$ cat src/rtl/itcm_loader.sv
// itcm_loader: boot-time ITCM image loader.
//
// Consumes a byte stream (valid/ready), parses a 16-bit little-endian word
// count N, assembles 4*N data bytes into little-endian 32-bit words and
// writes each word to the ITCM write port. The CPU is held in reset
// (cpu_rst_n=0) until a load completes without error.
//
// Optional build macro: ITCM_LOADER_CSUM_EN
//   When defined, one trailing checksum byte (8-bit sum of all data bytes)
//   is expected after the data; a mismatch ends the load in ERR.
//
// Ports:
//   clk, rst          clock, asynchronous active-high reset
//   start             one-cycle pulse; starts a load from IDLE/DONE/ERR
//   in_valid/in_data  byte stream input
//   in_ready          byte accepted when in_valid && in_ready
//   ram_we/ram_addr/ram_din/ram_wem  ITCM write port (one cycle per word)
//   cpu_rst_n         CPU reset, active-low (1 only after a good load)
//   busy/done/err     load status
module itcm_loader #(
  parameter int unsigned ADDR_W = 14,
  parameter int unsigned DATA_W = 32   // fixed at 32: four bytes per word
) (
  input  logic              clk,
  input  logic              rst,
  input  logic              start,
  input  logic              in_valid,
  input  logic [7:0]        in_data,
  output logic              in_ready,
  output logic              ram_we,
  output logic [ADDR_W-1:0] ram_addr,
  output logic [DATA_W-1:0] ram_din,
  output logic [3:0]        ram_wem,
  output logic              cpu_rst_n,
  output logic              busy,
  output logic              done,
  output logic              err
);

  // Word counters are wide enough for any 16-bit N plus one.
  localparam int unsigned CNT_W = 17;
  // Capacity in words, held wide so ADDR_W up to 32 compares correctly.
  localparam logic [32:0] CAP = 33'd1 << ADDR_W;

  typedef enum logic [2:0] {
    S_IDLE,
    S_HDR0,
    S_HDR1,
    S_DATA,
    S_FIN,
    S_DONE,
    S_ERR
`ifdef ITCM_LOADER_CSUM_EN
    , S_CSUM
`endif
  } state_t;

  state_t             state_q, state_d;
  logic [15:0]        n_q, n_d;
  logic [1:0]         byte_cnt_q, byte_cnt_d;
  logic [CNT_W-1:0]   rx_words_q, rx_words_d;
  logic [CNT_W-1:0]   word_cnt_q, word_cnt_d;
  logic [23:0]        word_q, word_d;
  logic               ram_we_q, ram_we_d;
  logic [ADDR_W-1:0]  ram_addr_q, ram_addr_d;
  logic [DATA_W-1:0]  ram_din_q, ram_din_d;
`ifdef ITCM_LOADER_CSUM_EN
  logic [7:0]         sum_q, sum_d;
`endif

  logic        accept;
  logic [15:0] hdr_n;
  logic        all_rx;

  assign hdr_n  = {in_data, n_q[7:0]};
  // Once every data byte is in, stop accepting until the checksum phase.
  assign all_rx = (rx_words_q == CNT_W'(n_q));
  assign accept = in_valid && in_ready;

  // Status outputs decode directly from the registered state.
  always_comb begin
    in_ready  = 1'b0;
    busy      = 1'b0;
    done      = 1'b0;
    err       = 1'b0;
    cpu_rst_n = 1'b0;
    unique case (state_q)
      S_HDR0, S_HDR1: begin
        in_ready = 1'b1;
        busy     = 1'b1;
      end
      S_DATA: begin
        in_ready = !all_rx;
        busy     = 1'b1;
      end
      S_FIN: busy = 1'b1;
`ifdef ITCM_LOADER_CSUM_EN
      S_CSUM: begin
        in_ready = 1'b1;
        busy     = 1'b1;
      end
`endif
      S_DONE: begin
        done      = 1'b1;
        cpu_rst_n = 1'b1;
      end
      S_ERR:   err = 1'b1;
      default: ;
    endcase
  end

  always_comb begin
    state_d    = state_q;
    n_d        = n_q;
    byte_cnt_d = byte_cnt_q;
    rx_words_d = rx_words_q;
    word_cnt_d = word_cnt_q;
    word_d     = word_q;
    ram_we_d   = 1'b0;
    ram_addr_d = ram_addr_q;
    ram_din_d  = ram_din_q;
`ifdef ITCM_LOADER_CSUM_EN
    sum_d      = sum_q;
`endif

    unique case (state_q)
      S_IDLE, S_DONE, S_ERR: begin
        if (start) begin
          state_d    = S_HDR0;
          n_d        = '0;
          byte_cnt_d = '0;
          rx_words_d = '0;
          word_cnt_d = '0;
`ifdef ITCM_LOADER_CSUM_EN
          sum_d      = '0;
`endif
        end
      end

      S_HDR0: begin
        if (accept) begin
          n_d[7:0] = in_data;
          state_d  = S_HDR1;
        end
      end

      S_HDR1: begin
        if (accept) begin
          n_d = hdr_n;
          if ({17'd0, hdr_n} > CAP) begin
            state_d = S_ERR;
          end else if (hdr_n == 16'd0) begin
            state_d = S_FIN;
          end else begin
            state_d = S_DATA;
          end
        end
      end

      S_DATA: begin
        if (accept) begin
          byte_cnt_d = byte_cnt_q + 2'd1;
`ifdef ITCM_LOADER_CSUM_EN
          sum_d      = sum_q + in_data;
`endif
          unique case (byte_cnt_q)
            2'd0: word_d[7:0]   = in_data;
            2'd1: word_d[15:8]  = in_data;
            2'd2: word_d[23:16] = in_data;
            default: begin
              // Fourth byte: hand the full word to the output register so
              // the next word can start assembling during the write cycle.
              ram_we_d   = 1'b1;
              ram_addr_d = ADDR_W'(word_cnt_q);
              ram_din_d  = {in_data, word_q};
              rx_words_d = rx_words_q + CNT_W'(1);
            end
          endcase
        end
        if (ram_we_q) begin
          word_cnt_d = word_cnt_q + CNT_W'(1);
          if (word_cnt_q + CNT_W'(1) == CNT_W'(n_q)) begin
            state_d = S_FIN;
          end
        end
      end

      S_FIN: begin
`ifdef ITCM_LOADER_CSUM_EN
        state_d = S_CSUM;
`else
        state_d = S_DONE;
`endif
      end

`ifdef ITCM_LOADER_CSUM_EN
      S_CSUM: begin
        if (accept) begin
          state_d = (in_data == sum_q) ? S_DONE : S_ERR;
        end
      end
`endif

      default: state_d = S_IDLE;
    endcase
  end

  always_ff @(posedge clk or posedge rst) begin
    if (rst) begin
      state_q    <= S_IDLE;
      n_q        <= '0;
      byte_cnt_q <= '0;
      rx_words_q <= '0;
      word_cnt_q <= '0;
      word_q     <= '0;
      ram_we_q   <= 1'b0;
      ram_addr_q <= '0;
      ram_din_q  <= '0;
`ifdef ITCM_LOADER_CSUM_EN
      sum_q      <= '0;
`endif
    end else begin
      state_q    <= state_d;
      n_q        <= n_d;
      byte_cnt_q <= byte_cnt_d;
      rx_words_q <= rx_words_d;
      word_cnt_q <= word_cnt_d;
      word_q     <= word_d;
      ram_we_q   <= ram_we_d;
      ram_addr_q <= ram_addr_d;
      ram_din_q  <= ram_din_d;
`ifdef ITCM_LOADER_CSUM_EN
      sum_q      <= sum_d;
`endif
    end
  end

  assign ram_we   = ram_we_q;
  assign ram_addr = ram_addr_q;
  assign ram_din  = ram_din_q;
  assign ram_wem  = ram_we_q ? 4'hF : 4'h0;

endmodule

$ cat config.mk
export PLATFORM = sky130hd
export DESIGN_NAME = itcm_loader
export DESIGN_NICKNAME = d
export VERILOG_FILES = /design/src/rtl/itcm_loader.sv
export SDC_FILE = /design/constraint.sdc
export NUM_CORES = 1
export LEC_CHECK = 0
export CELL_PAD_IN_SITES_DETAIL_PLACEMENT = 0
export CELL_PAD_IN_SITES_GLOBAL_PLACEMENT = 1
export CORE_MARGIN = 10
export CORE_UTILIZATION = 41
export CTS_CLUSTER_DIAMETER = 60
export DETAILED_ROUTE_END_ITERATION = 8
export GPL_ROUTABILITY_DRIVEN = 0
export GPL_TIMING_DRIVEN = 0
export HOLD_SLACK_MARGIN = 0.03
export PLACE_DENSITY = 0.75
export SLEW_MARGIN = 25
export SYNTH_ARGS = -nofsm -noshare
export SYNTH_HDL_FRONTEND = slang
export SYNTH_SLANG_ARGS = --single-unit
$ cat constraint.sdc
create_clock -name clk -period 4.15 [get_ports clk]
set_clock_uncertainty 0.1 [all_clocks]
set_input_delay 0.83 -clock clk [delete_from_list [all_inputs] [get_ports clk]]
set_output_delay 0.83 -clock clk [all_outputs]
set_load 0.05 [all_outputs]
==> results <==
==> final cells by class <==
cell class	instances	area share (%)
clock buffer	19	5.41
tap	216	3.30
clock inverter	13	1.47
multi-input combinational	415	37.8
inverter	21	1.01
buffer	43	3.36
sequential	126	38.5
timing repair buffer	70	9.14
==> metal layers <==
layer	global-route usage (%)	up-vias	share of wire (%)
met2	27.0	134	49
met5	0	-	0
met3	5.74	12	6.8
li1	-	2379	-
met1	19.8	2536	44
met4	4.91	0	1.0
==> registers in the layout (all words and copies together) (netlist names) <==
name,cells
word_q,24
ram_we,1
word_cnt_q,17
byte_cnt_q,2
ram_addr,14
ram_din,32
state_q,3
n_q,16
rx_words_q,17
==> metrics by stage <==
step / instance area (µm²) / cells
after floorplan: 6610 / 605
final: 8190 / 923
after CTS: 8190 / 923
after detailed placement: 7620 / 891
after global routing: 8190 / 923
after global placement: 7540 / 887
==> placed cells by master, fill, tap and decap left out, types with 5 or more instances in the layout <==
cell type	synthesis	final
mux2_2	67	67
nor2_1	16	16
buf_4	10	10
nor2b_1	6	6
o31ai_1	10	10
xor2_1	18	18
inv_6	0	6
and4_1	6	6
clkbuf_1	11	12
clkbuf_16	0	17
clkdlybuf4s50_1	0	66
ha_1	6	6
nand4_1	8	8
inv_1	20	19
and3_1	6	6
mux2i_1	17	17
nor4_1	5	5
o21ai_0	30	30
or4_1	10	10
nor3_1	10	10
nand3_1	22	22
buf_2	11	11
dfrtp_1	126	126
a21oi_1	19	19
o211ai_1	6	6
xnor2_1	14	14
nand2_1	64	64
buf_6	8	8
==> path summary, 6_finish.rpt <==
path,startpoint,end,slack (ns),cells after the start
max in group asynchronous,rst,ram_din[21]$_DFFE_PP0P_,2.35,5
hold / removal,ram_addr[8]$_DFFE_PP0P_,ram_addr[8]$_DFFE_PP0P_,0.38,2
setup / recovery,rx_words_q[2]$_DFFE_PP0P_,in_ready,0.53,7
setup reg to reg,word_cnt_q[0]$_DFFE_PP0P_,state_q[1]$_DFFE_PP0P_,1.22,8
hold reg to reg,ram_addr[8]$_DFFE_PP0P_,ram_addr[8]$_DFFE_PP0P_,0.38,2
min in group asynchronous,rst,ram_addr[5]$_DFFE_PP0P_,0.70,2
==> critical path: stages, from the launching register on <==
cell	delay, ns
dfrtp_1	0.38
buf_6	0.14
xor2_1	0.16
nor4_2	0.37
nand4_4	0.24
nor2_1	0.15
nor3_1	0.09
clkdlybuf4s50_1	0.73
==> kinds of logic after synthesis <==
logic type,share of synthesized area [%]
flip-flops,47.8
adder cells (fa/ha/maj),1.29
buffers and inverters,5.36
XOR/XNOR,4.25
AO/OA/AOI/OAI,12.7
multiplexers,14.3
AND/OR/NAND/NOR,14.3
==> power by group <==
part	internal (µW)	leakage (µW)	switching, µW
combinational	689	0.00163	1110
sequential	1480	0.00172	202
clock	805	0.000276	617
==> out/results.txt <==
Outcome: complete, no violations
FP Rows: 46
Max-cap violation count: 0
Total Routing Usage GR: 16.4%
Ys Warns: 0
Setup tns final: 0 ns
Hold crit path type: register to register
Post-CTS sizing: 0
Number of buffers added on ports: 66
Core box area: 0.0158 mm²
Unique cell type count in the Yosys netlist: 70
Pre-antenna DRT Iters: 6
Pin count of the biggest net entering global routing: 35
Final hold vios: 0
Synthesized area: 0.00660 mm²
Hold_buf cts: 0
Final setup viols: 0
Die footprint: 0.0216 mm²
Pleak: 0.00362 µW
Initial Util: 41.7%
Number of cells produced by synthesis: 605
Worst hold slack: 0.381 ns
Layout Utilization: 51.7%
GRT Residual Overflow: 0
Number of antenna violations at the first check in global routing: 0
Sequential-to-total area share from yosys stat: 47.8%
Synthesized area per cell: 10.9 µm²
Proportion of layout cells with a drive suffix above 1: 21.6%
Startpoint Class: register
Tmin final: 3.62 ns
Period utilization: 87.1%
Data required time of the critical path: 3.22 ns
CP max FO: 8
# fillers: 1406
Sink Count: 126
H-Tree Depth: 4
CTS Buf Count: 17
Syn nets: 623
Worst-Margin Slew: 0.846 ns
Commonest cells post-synth: dfrtp_1 (126), mux2_2 (67), nand2_1 (64), o21ai_0 (30), nand3_1 (22)
CTS tree: yes
Antenna diodes: 0
Clock latency on the worst-skew pair: 0.43 ns
Register area: 0.00315 mm²
Drt drc: 0
Post-CTS setup buffers: 0
Maximum clock rate: 0.277 GHz
Post-synth EDFFs: 0
Multi-input logic area: 0.00309 mm²
Post-Route WL: 17300 µm
Antenna viol nets, final: 0
RSZ-0062 raised after global routing: no
DRT iter0 DRCs: 274
Detail Placement HPWL: 12600 µm
Critical path capture point type: primary output
Via count: 5061
Nets@finish: 712
Final worst setup slack: 0.534 ns
Vias per cell: 5.48
Power Total: 4900 µW
Maximum vdd drop: 672 µV
Synth top area share: 47.8%
Area Growth Syn to Fin: 24.0%
Fin. max-slew vios: 0
Cell taking the most area after synthesis: dfrtp_1
Vias in the first global route: 5340
Die span in y: 147 µm
Pre-CTS setup slack: 0.842 ns
First-pass GRT wire length: 28400 µm
Largest cells by area after synthesis: dfrtp_1 (48%), mux2_2 (11%), nand2_1 (3.6%)
WP data arrival: 2.69 ns
Io pins: 68
Synthesized flop and latch total: 126
Post-synth ARST share: 100%
Top-count cell post-synth: dfrtp_1
Root Driver: clkbuf_16
Post-synth top flop: dfrtp_1
Routed len/inst: 18.7 µm
CTS clk-pin slew, worst paths: 0.06 ns
Pwr per Cell Area: 598 mW/mm²
Max Root-Sink Buffers: 2
Critical path class: register to primary output
Die W: 147 µm
Slew HR: 43.6%
(Power assumes the default switching activity.)
